$ cat config.mk
export PLATFORM = sky130hd
export DESIGN_NAME = bcd_countdown_timer_flat
export DESIGN_NICKNAME = d
export VERILOG_FILES = /design/src/rtl/bcd_countdown_timer_if.sv /design/src/rtl/bcd_countdown_timer.sv /design/src/flat_wrapper.sv
export SDC_FILE = /design/constraint.sdc
export NUM_CORES = 1
export LEC_CHECK = 0
export ABC_CLOCK_PERIOD_IN_PS = 1900
export CAP_MARGIN = 20
export CORE_MARGIN = 2
export CORE_UTILIZATION = 25
export DETAILED_ROUTE_END_ITERATION = 8
export HOLD_SLACK_MARGIN = 0.06
export PLACE_DENSITY_LB_ADDON = 0.25
export SKIP_CTS_REPAIR_TIMING = 1
export SYNTH_ARGS = -nofsm -noshare
export SYNTH_HDL_FRONTEND = slang
export SYNTH_SLANG_ARGS = --single-unit
$ cat constraint.sdc
create_clock -name clk -period 1.9 [get_ports clk]
set_input_delay 0.475 -clock clk [delete_from_list [all_inputs] [get_ports clk]]
set_output_delay 0.475 -clock clk [all_outputs]
set_load 0.005 [all_outputs]
$ cat src/rtl/bcd_countdown_timer_if.sv
// Control and status bundle for the BCD MM:SS countdown timer.
// master: the controlling side drives pulses and preset, observes status.
// slave : the timer consumes pulses/preset and drives count and status flags.
interface bcd_countdown_timer_if;
  logic        tick_in;   // timebase enable pulse
  logic [15:0] preset;    // BCD MM:SS preset from the adder stage
  logic        load;      // capture preset
  logic        start;     // run or resume
  logic        pause;     // pause
  logic        clear;     // abort and zero
  logic [15:0] count;     // current BCD MM:SS value
  logic        running;   // high while counting
  logic        expired;   // high while sitting at 00:00 after expiry
  logic        done;      // one-cycle pulse on reaching 00:00
  logic        load_err;  // one-cycle pulse on a rejected load

  modport master (
    output tick_in, preset, load, start, pause, clear,
    input  count, running, expired, done, load_err
  );

  modport slave (
    input  tick_in, preset, load, start, pause, clear,
    output count, running, expired, done, load_err
  );
endinterface

$ cat src/rtl/bcd_countdown_timer.sv
// BCD MM:SS countdown timer: holds a loaded preset, decrements once per
// TICKS_PER_SEC tick_in pulses while running, and flags expiry at 00:00.
// Ports: clk, reset (sync, active-high), bus (slave modport of bcd_countdown_timer_if).
// Latency: every output is registered and reflects an event one edge after it.
module bcd_countdown_timer #(
  parameter int TICKS_PER_SEC = 1
) (
  input logic                  clk,
  input logic                  reset,
  bcd_countdown_timer_if.slave bus
);

  typedef enum logic [2:0] {
    S_IDLE   = 3'd0,
    S_READY  = 3'd1,
    S_RUN    = 3'd2,
    S_PAUSED = 3'd3,
    S_DONE   = 3'd4
  } state_t;

  localparam logic [9:0] LP_LAST = 10'(TICKS_PER_SEC - 1);

  state_t      r_state;
  logic [15:0] r_count;
  logic [9:0]  r_presc;
  logic        r_running;
  logic        r_expired;
  logic        r_done;
  logic        r_load_err;

  state_t      w_state_nx;
  logic [15:0] w_count_nx;
  logic [9:0]  w_presc_nx;
  logic        w_done_nx;
  logic        w_err_nx;
  logic        w_preset_ok;
  logic [15:0] w_count_dec;

  // One-second BCD decrement with borrow through the four digits.
  // Only applied to a nonzero count, so the top digit never underflows.
  function automatic logic [15:0] bcd_dec(input logic [15:0] v);
    logic [15:0] r;
    r = v;
    if (v[3:0] != 4'd0) begin
      r[3:0] = v[3:0] - 4'd1;
    end else begin
      r[3:0] = 4'd9;
      if (v[7:4] != 4'd0) begin
        r[7:4] = v[7:4] - 4'd1;
      end else begin
        r[7:4] = 4'd5;
        if (v[11:8] != 4'd0) begin
          r[11:8] = v[11:8] - 4'd1;
        end else begin
          r[11:8]  = 4'd9;
          r[15:12] = v[15:12] - 4'd1;
        end
      end
    end
    return r;
  endfunction

  assign w_preset_ok = (bus.preset[15:12] <= 4'd9) && (bus.preset[11:8] <= 4'd9) &&
                       (bus.preset[7:4]   <= 4'd5) && (bus.preset[3:0]  <= 4'd9);
  assign w_count_dec = bcd_dec(r_count);

  // Next-state logic: only the highest-priority event of the cycle acts.
  always_comb begin
    w_state_nx = r_state;
    w_count_nx = r_count;
    w_presc_nx = r_presc;
    w_done_nx  = 1'b0;
    w_err_nx   = 1'b0;

    if (bus.clear) begin
      w_state_nx = S_IDLE;
      w_count_nx = 16'h0000;
      w_presc_nx = 10'd0;
    end else if (bus.load) begin
      if (w_preset_ok) begin
        w_count_nx = bus.preset;
        w_presc_nx = 10'd0;
        w_state_nx = (bus.preset != 16'h0000) ? S_READY : S_IDLE;
      end else begin
        w_err_nx = 1'b1;
      end
    end else if (bus.pause) begin
      // Prescaler is left alone so a resume finishes the partial second.
      if (r_state == S_RUN) begin
        w_state_nx = S_PAUSED;
      end
    end else if (bus.start) begin
      if (r_state == S_READY) begin
        w_state_nx = S_RUN;
        w_presc_nx = 10'd0;
      end else if (r_state == S_PAUSED) begin
        // Resume keeps the ticks accumulated before the pause.
        w_state_nx = S_RUN;
      end
    end else if (bus.tick_in && (r_state == S_RUN)) begin
      if (r_presc >= LP_LAST) begin
        w_presc_nx = 10'd0;
        w_count_nx = w_count_dec;
        if (w_count_dec == 16'h0000) begin
          w_state_nx = S_DONE;
          w_done_nx  = 1'b1;
        end
      end else begin
        w_presc_nx = r_presc + 10'd1;
      end
    end
  end

  always_ff @(posedge clk) begin
    if (reset) begin
      r_state    <= S_IDLE;
      r_count    <= 16'h0000;
      r_presc    <= 10'd0;
      r_running  <= 1'b0;
      r_expired  <= 1'b0;
      r_done     <= 1'b0;
      r_load_err <= 1'b0;
    end else begin
      r_state    <= w_state_nx;
      r_count    <= w_count_nx;
      r_presc    <= w_presc_nx;
      r_running  <= (w_state_nx == S_RUN);
      r_expired  <= (w_state_nx == S_DONE);
      r_done     <= w_done_nx;
      r_load_err <= w_err_nx;
    end
  end

  assign bus.count    = r_count;
  assign bus.running  = r_running;
  assign bus.expired  = r_expired;
  assign bus.done     = r_done;
  assign bus.load_err = r_load_err;

endmodule

$ cat src/flat_wrapper.sv
// flat-port wrapper written by rule: the top's interface ports become plain ports
module bcd_countdown_timer_flat 
#(
  parameter int TICKS_PER_SEC = 1
)
  (clk, reset, bus_tick_in, bus_preset, bus_load, bus_start, bus_pause, bus_clear, bus_count, bus_running, bus_expired, bus_done, bus_load_err);
  bcd_countdown_timer_if bus_i ();
  input logic clk;
  input logic reset;
  input wire logic [$bits(bus_i.tick_in)-1:0] bus_tick_in;
  input wire logic [$bits(bus_i.preset)-1:0] bus_preset;
  input wire logic [$bits(bus_i.load)-1:0] bus_load;
  input wire logic [$bits(bus_i.start)-1:0] bus_start;
  input wire logic [$bits(bus_i.pause)-1:0] bus_pause;
  input wire logic [$bits(bus_i.clear)-1:0] bus_clear;
  output wire logic [$bits(bus_i.count)-1:0] bus_count;
  output wire logic [$bits(bus_i.running)-1:0] bus_running;
  output wire logic [$bits(bus_i.expired)-1:0] bus_expired;
  output wire logic [$bits(bus_i.done)-1:0] bus_done;
  output wire logic [$bits(bus_i.load_err)-1:0] bus_load_err;
  assign bus_i.tick_in = bus_tick_in;
  assign bus_i.preset = bus_preset;
  assign bus_i.load = bus_load;
  assign bus_i.start = bus_start;
  assign bus_i.pause = bus_pause;
  assign bus_i.clear = bus_clear;
  assign bus_count = bus_i.count;
  assign bus_running = bus_i.running;
  assign bus_expired = bus_i.expired;
  assign bus_done = bus_i.done;
  assign bus_load_err = bus_i.load_err;
  bcd_countdown_timer #(.TICKS_PER_SEC(TICKS_PER_SEC)) u_core (.clk(clk), .reset(reset), .bus(bus_i));
endmodule
After elaboration in Yosys (flattened, before gate mapping)
Cells that the tools add are included.
{"block": "totals", "register_bits": 33, "latch_bits": 0, "ramBits": 0, "rom_bits": 0, "inputBits": 23, "word_cells": 79, "mem_count": 0}
{"block": "classes", "add_sub_neg": 5, "multipliers": 0, "n_div": 0, "order_cmp": 5, "eq_ne": 9, "shifts": 0, "mux": 33, "bitwise_logic": 3, "reduce_logical": 17}
{"op": "two-way mux 16 bit", "count": 6}
{"op": "two-way mux 10 bit", "count": 7}
{"op": "two-way mux 3 bit", "count": 11}
{"op": "zero test 16 bit", "count": 1}
{"op": "two-way mux 4 bit", "count": 4}
{"op": "nonzero test 16 bit", "count": 1}
{"op": "subtractor 4 x 1 -> 4 bit (second input constant)", "count": 4}
{"op": "less-or-equal comparator 4 bit (second input constant)", "count": 3}
{"op": "two-way mux 12 bit", "count": 1}
{"op": "nonzero test 4 bit", "count": 3}
{"op": "adder 10 x 1 -> 10 bit (second input constant)", "count": 1}
{"op": "greater-or-equal comparator 10 x 1 -> 1 bit (second input constant)", "count": 1}
{"op": "== test 3 x 2 -> 1 bit (second input constant)", "count": 3}
{"op": "two-way mux 8 bit", "count": 1}
{"op": "OR reduction 7 bit", "count": 1}
{"op": "AND reduction 5 bit", "count": 1}
{"op": "less-or-equal comparator 4 x 3 -> 1 bit (second input constant)", "count": 1}
{"op": "logical AND 1 bit", "count": 4}
{"op": "inequality test 2 bit (second input constant)", "count": 2}
{"op": "AND reduction 4 bit", "count": 1}
{"op": "nonzero test 2 bit", "count": 2}
{"op": "== test 3 x 1 -> 1 bit (second input constant)", "count": 1}
{"op": "== test 3 bit (second input constant)", "count": 1}
{"op": "two-way mux 1 bit", "count": 3}
{"op": "6 further kinds", "count": 8}

Logic depth before layout (Yosys ltp)
{"block": "logic_depth", "depth_word": 13, "mapped_depth": 6, "depth_no_buf": 5}

Least setup slack after synthesis
Ideal clock, no wire load.
{"block": "synth_timing", "path_kind": "reg2reg", "start": "reg u_core.r_count[3] (netlist: u_core.bus.count[3])", "end": "reg u_core.r_expired (netlist: u_core.bus.expired)", "setup_time_ns": 0.103, "arrival_ns": 1.806, "required_ns": 1.797, "slack_ns": -0.009, "stages_incl_launch_ff": 7, "path_buffers": 1, "period_less_slack_ns": 1.909, "path_cell_list": "dfxtp_1 -> buf_6 -> or4_4 -> nor2_2 -> nand4_1 -> or3_1 -> a2111oi_2"}
{"block": "synth_between", "elab_chain_len": 11}
{"element": "from (decl)", "line": "bcd_countdown_timer.sv:24", "rtl": "logic [15:0] r_count;"}
{"element": "from (signal assigned)", "line": "bcd_countdown_timer.sv:125", "rtl": "r_count <= w_count_nx;"}
{"element": "subtractor 4 x 1 -> 4 bit or nonzero test 4 bit (tied branches)", "line": "bcd_countdown_timer.sv:45, bcd_countdown_timer.sv:44"}
{"element": "two-way mux 4 bit or two-way mux 12 bit (tied branches)", "line": "bcd_countdown_timer.sv:44", "rtl": "if (v[3:0] != 4'd0) begin"}
{"element": "zero test 16 bit *", "line": "bcd_countdown_timer.sv:104", "rtl": "if (w_count_dec == 16'h0000) begin"}
{"element": "two-way mux 3 bit *", "line": "bcd_countdown_timer.sv:104"}
{"element": "two-way mux 3 bit *", "line": "bcd_countdown_timer.sv:101", "rtl": "if (r_presc >= LP_LAST) begin"}
{"element": "two-way mux 3 bit *", "line": "bcd_countdown_timer.sv:100", "rtl": "end else if (bus.tick_in && (r_state == S_RUN)) begin"}
{"element": "two-way mux 3 bit *", "line": "bcd_countdown_timer.sv:92", "rtl": "end else if (bus.start) begin"}
{"element": "two-way mux 3 bit *", "line": "bcd_countdown_timer.sv:87", "rtl": "end else if (bus.pause) begin"}
{"element": "two-way mux 3 bit *", "line": "bcd_countdown_timer.sv:79", "rtl": "end else if (bus.load) begin"}
{"element": "two-way mux 3 bit *", "line": "bcd_countdown_timer.sv:75", "rtl": "if (bus.clear) begin"}
{"element": "== test 3 bit *", "line": "bcd_countdown_timer.sv:128", "rtl": "r_expired <= (w_state_nx == S_DONE);"}
{"element": "to (signal assigned)", "line": "bcd_countdown_timer.sv:128"}
{"element": "to (decl)", "line": "bcd_countdown_timer.sv:27", "rtl": "logic r_expired;"}
Mark *: on every way between the ends. The rest lies on a longest branch, timed or not.
A chain may end at the register's enable or synchronous reset.

Worst setup path in the final report
{"block": "layout_timing", "start": "reg u_core.r_count[10] (netlist: u_core.bus.count[10])", "end": "reg u_core.r_expired (netlist: u_core.bus.expired)"}
{"block": "layout_between", "elab_chain_len": 13}
{"element": "subtractor 4 x 1 -> 4 bit or nonzero test 4 bit (tied branches)", "line": "bcd_countdown_timer.sv:53, bcd_countdown_timer.sv:52"}
{"element": "two-way mux 4 bit", "line": "bcd_countdown_timer.sv:52", "rtl": "if (v[11:8] != 4'd0) begin"}
{"element": "two-way mux 8 bit", "line": "bcd_countdown_timer.sv:48", "rtl": "if (v[7:4] != 4'd0) begin"}
{"element": "two-way mux 12 bit *", "line": "bcd_countdown_timer.sv:44"}
{"element": "zero test 16 bit *", "line": "bcd_countdown_timer.sv:104"}
{"element": "two-way mux 3 bit *", "line": "bcd_countdown_timer.sv:104"}
{"element": "two-way mux 3 bit *", "line": "bcd_countdown_timer.sv:101"}
{"element": "two-way mux 3 bit *", "line": "bcd_countdown_timer.sv:100"}
{"element": "two-way mux 3 bit *", "line": "bcd_countdown_timer.sv:92"}
{"element": "two-way mux 3 bit *", "line": "bcd_countdown_timer.sv:87"}
{"element": "two-way mux 3 bit *", "line": "bcd_countdown_timer.sv:79"}
{"element": "two-way mux 3 bit *", "line": "bcd_countdown_timer.sv:75"}
{"element": "== test 3 bit *", "line": "bcd_countdown_timer.sv:128"}
Marked as above.

==> out/summary.md <==
The slowest stage of the critical path belongs to the cell sky130_fd_sc_hd__or4_4. The post-synthesis sequential area ratio was 31.78%; the number of antenna diodes was 0. The critical path class was register to register. The number of clock buffers added by TritonCTS is 3. Data arrives at the worst endpoint at 2.13 ns. The path class of the tightest hold or removal check is register to register. The number of cells on the worst reg-to-reg path is 5.

The clock tree buffer depth is 2, and the final global-route overflow total is 0. The first detailed-routing pass ran for 4 iterations. Predominant post-synthesis flop cell: sky130_fd_sc_hd__dfxtp_1. Summing the areas of all compound-gate instances in the mapped netlist gives 28.93% of the synthesized area. The number of DRC markers after the initial detailed-route iteration was 120.

Counting distinct cell types in the post-synthesis netlist gives 47. After routing the design area is 2623 um^2. The worst hold path begins at u_core.bus.count[15]$_SDFFE_PP0P_. Counting the fill cells in the layout gives 567.

The logs give 8307 um for the first-pass GRT wire length and 1100 um^2 for the area of combinational cells with multiple inputs. The area fraction in and, or, nand and nor cells after synthesis came out at 32.73%. Static leakage: 1.064 nW. The post-route worst setup slack is -0.07110 ns.

Headroom to the max-slew limit came out at 69.38%. Summing every instance area after synthesis gives 1449 um^2. The count of buffers added on input and output ports is 42.

The share of post-route cells with drive strength above 1 works out to 32.99%. For this run, the number of Yosys warnings is 0. The final weighted congestion in routability-driven placement was 0.8256. Clock-pin slew was measured on the worst setup and hold paths at 0.09 ns. Setup repair after global routing could not meet its margin everywhere. The aggregate routed wire length was 5417 um; the power density of the placed cells was 402.9 nW/um^2. The area growth from synthesis to layout is 81.00%. The worst hold path terminates at u_core.bus.count[15]$_SDFFE_PP0P_. Averaged over all synthesized cells, the footprint is 7.355 um^2. Starting density of the core: 26.15%. The tools report the cell at the root of the clock tree as sky130_fd_sc_hd__clkbuf_8.

The run gives 1731 as the via count of the first global-routing pass. In this run the vertical extent of the chip is 80.13 um. For this run, the top clock speed supported by timing is 507.3 MHz. The placed instances occupy a cell area of 2307 um^2. The count of final hold-check violations was 0; the aggregate negative setup slack was -0.07110 ns. The tools report the initial antenna violation count as 0.

The die boundary width is 80.13 um. The cell count after placement was 353; the count of nets after finishing was 316. The run finished, with violations left. Leaving out fill and tap cells, the most frequent cells in the layout are 57 x sky130_fd_sc_hd__buf_4, 32 x sky130_fd_sc_hd__clkdlybuf4s50_1, 23 x sky130_fd_sc_hd__a21oi_1, 22 x sky130_fd_sc_hd__nand2_1, 20 x sky130_fd_sc_hd__dfxtp_1. Of all nets on the critical path, the largest fanout is 2. The checks that failed: setup timing. In this run the core area contains 27 standard-cell rows.

The leading cell type in the layout, fill and taps excluded was sky130_fd_sc_hd__buf_4. The worst register-to-register path ends at u_core.bus.expired$_SDFF_PP0_. Clock sink total: 23. The detailed-route DRC error count is 0. For the instance count of the mapped netlist, the log shows 197.

After synthesis, the largest family of logic cells by area is simple AND/OR/NAND/NOR gates. TritonCTS built the clock tree. The average wire per standard cell was 14.92 um. The clock skew was 0.002567 ns. The routed layout has 1849 vias.

The hold-critical path depth is 2, and the global-route met3 utilization is 2.697%. The signal on the critical path passes through or4_4, nor2_2, nand4_1, or3_4, a2111oi_4. In the global route stage, met1 resource usage came out at 22.38%.

The endpoint required time on the critical path is 2.06 ns, and the depth of the CTS H-tree is 1. For the number of max-cap violations, the log shows 0. The max-slew violation total from the final report came out at 0. In this run the most used layer during global routing was met2. Once layout is complete, the cells apart from fillers number 363. For met2 alone, demand over resource in global routing was 27.00%.

The fraction of the core area covered by cells at the end of the flow was 47.34%. The worst setup path is launched from a register. Setup slack on the worst reg-to-reg path comes out at -0.07 ns. For the pin with the worst max-slew slack, the measured transition is 0.4554 ns. In this run the critical register-to-register path is launched from u_core.bus.count[10]$_SDFFE_PP0P_. Largest stage delay on the critical path: 0.54 ns.

The floorplan step defined a die boundary enclosing 6421 um^2. The wire-length estimate of the detail-placed layout is 3939 um. The maximum number of pins on one net before global-route repair was 22; the post-route minimum period was 1.971 ns. The clock latency of the later-clocked register in the worst-skew pair was 0.27 ns; the number of synthesized register bits was 23.

The floorplan step defined a core boundary enclosing 5540 um^2. The total routing usage reported by global routing is 16.44%, and the maximum resistive drop on vdd is 0.3505 mV. Counting every net in the synthesized netlist gives 221.

Across the whole layout, storage elements account for 469.2 um^2. The synthesized netlist devotes 0% of its cell area to XOR and XNOR gates. The count of boundary I/O pins is 43, and the mux share of post-synthesis cell area is 0.6908%. The remaining antenna violation count came out at 0. The average vias per placed instance is 5.094. Counting flops with a built-in enable in the synthesized netlist gives 0. The tools report the number of endpoints failing setup at the final stage as 1. Dividing the final minimum period by the clock period gives 103.7%. The share of synthesized cell area in full adder, half adder and majority cells came out at 0.8636%.

The worst setup path is captured at a register. In the synthesized netlist the async set-or-reset flop fraction comes to 0%.
[metrics by stage]
step	worst slack (ns)	hold WS, ns	total power, mW
3_5_place_dp	-0.4593	0.5017	0.7206
2_1_floorplan	0.03162	0.4893	0.5828
6_report	-0.07110	0.5148	1.057
4_1_cts	-0.1968	0.5161	1.031
5_1_grt	-0.1899	0.5365	1.106
3_3_place_gp	-0.3798	0.5081	0.7205
[critical path: cells and delay by family (launching register included)]
kind            cells  cell delay, ns
simple gates        4            1.16
compound gates      1            0.38
flops               1            0.32
[cell type report]
cell class / count / area share, %
Multi-Input combinational cell: 157 / 41.94
Timing Repair Buffer: 101 / 34.16
Tap cell: 72 / 3.435
Clock buffer: 4 / 1.718
Inverter: 6 / 0.8588
Sequential cell: 23 / 17.89
[cells in the mapped netlist, types with 2 or more instances]
master,instances,share of area [%]
sky130_fd_sc_hd__o22ai_1,2,0.86
sky130_fd_sc_hd__or2_2,2,0.86
sky130_fd_sc_hd__nor4_1,6,2.6
sky130_fd_sc_hd__a21oi_1,25,8.6
sky130_fd_sc_hd__nor2_1,16,4.1
sky130_fd_sc_hd__inv_1,6,1.6
sky130_fd_sc_hd__and2_1,3,1.3
sky130_fd_sc_hd__nor3b_1,2,1.0
sky130_fd_sc_hd__dfxtp_1,23,32
sky130_fd_sc_hd__o211ai_1,4,2.1
sky130_fd_sc_hd__o21ai_0,20,6.9
sky130_fd_sc_hd__and3_1,3,1.3
sky130_fd_sc_hd__o41ai_1,3,1.8
sky130_fd_sc_hd__nor3_1,6,2.1
sky130_fd_sc_hd__nand4_1,4,1.7
sky130_fd_sc_hd__nand3_1,5,1.7
sky130_fd_sc_hd__a221oi_1,2,1.2
sky130_fd_sc_hd__nand2_1,22,5.7
sky130_fd_sc_hd__o21ai_1,2,0.69
sky130_fd_sc_hd__or3_1,5,2.2
sky130_fd_sc_hd__a21o_1,2,1.0
sky130_fd_sc_hd__nand2b_1,2,0.86
sky130_fd_sc_hd__clkbuf_1,8,2.1
[power by group]
group / switching [mW] / total, mW / internal, mW
clock: 0.166 / 0.316 / 0.150
sequential: 0.00338 / 0.486 / 0.483
combinational: 0.121 / 0.254 / 0.133
[worst max path at each step]
stage,from,slack (ns),cells after the start,endpoint
after floorplan,u_core.bus.count[3]$_SDFFE_PP0P_,0.03,6,u_core.bus.expired$_SDFF_PP0_
after global placement,bus_tick_in,-0.38,6,u_core.bus.running$_SDFF_PP0_
after detailed placement,bus_preset[9],-0.46,8,u_core.bus.expired$_SDFF_PP0_
after CTS,bus_preset[9],-0.20,8,u_core.bus.expired$_SDFF_PP0_
after global routing,u_core.bus.count[1]$_SDFFE_PP0P_,-0.19,7,u_core.bus.expired$_SDFF_PP0_
final,u_core.bus.count[10]$_SDFFE_PP0P_,-0.07,5,u_core.bus.expired$_SDFF_PP0_
[registers in the layout, summed over array words and instances, names as in the netlist]
name and cells:
u_core.bus.load_err 1, u_core.bus.done 1, u_core.r_state 3, u_core.bus.count 16
u_core.bus.running 1, u_core.bus.expired 1
[cell families after synthesis]
family / after synthesis
multiplexers: 1
adder cells (fa/ha/maj): 1
AND/OR/NAND/NOR: 86
flip-flops: 23
AO/OA/AOI/OAI: 69
buffers and inverters: 17
[routing by layer]
layer	wire length, um	share of wire [%]
met1	2474	46
met2	2735	50
met3	152	2.8
met4	53	0.98
met5	0	0
No activity file was read; power rests on OpenSTA's default activity.
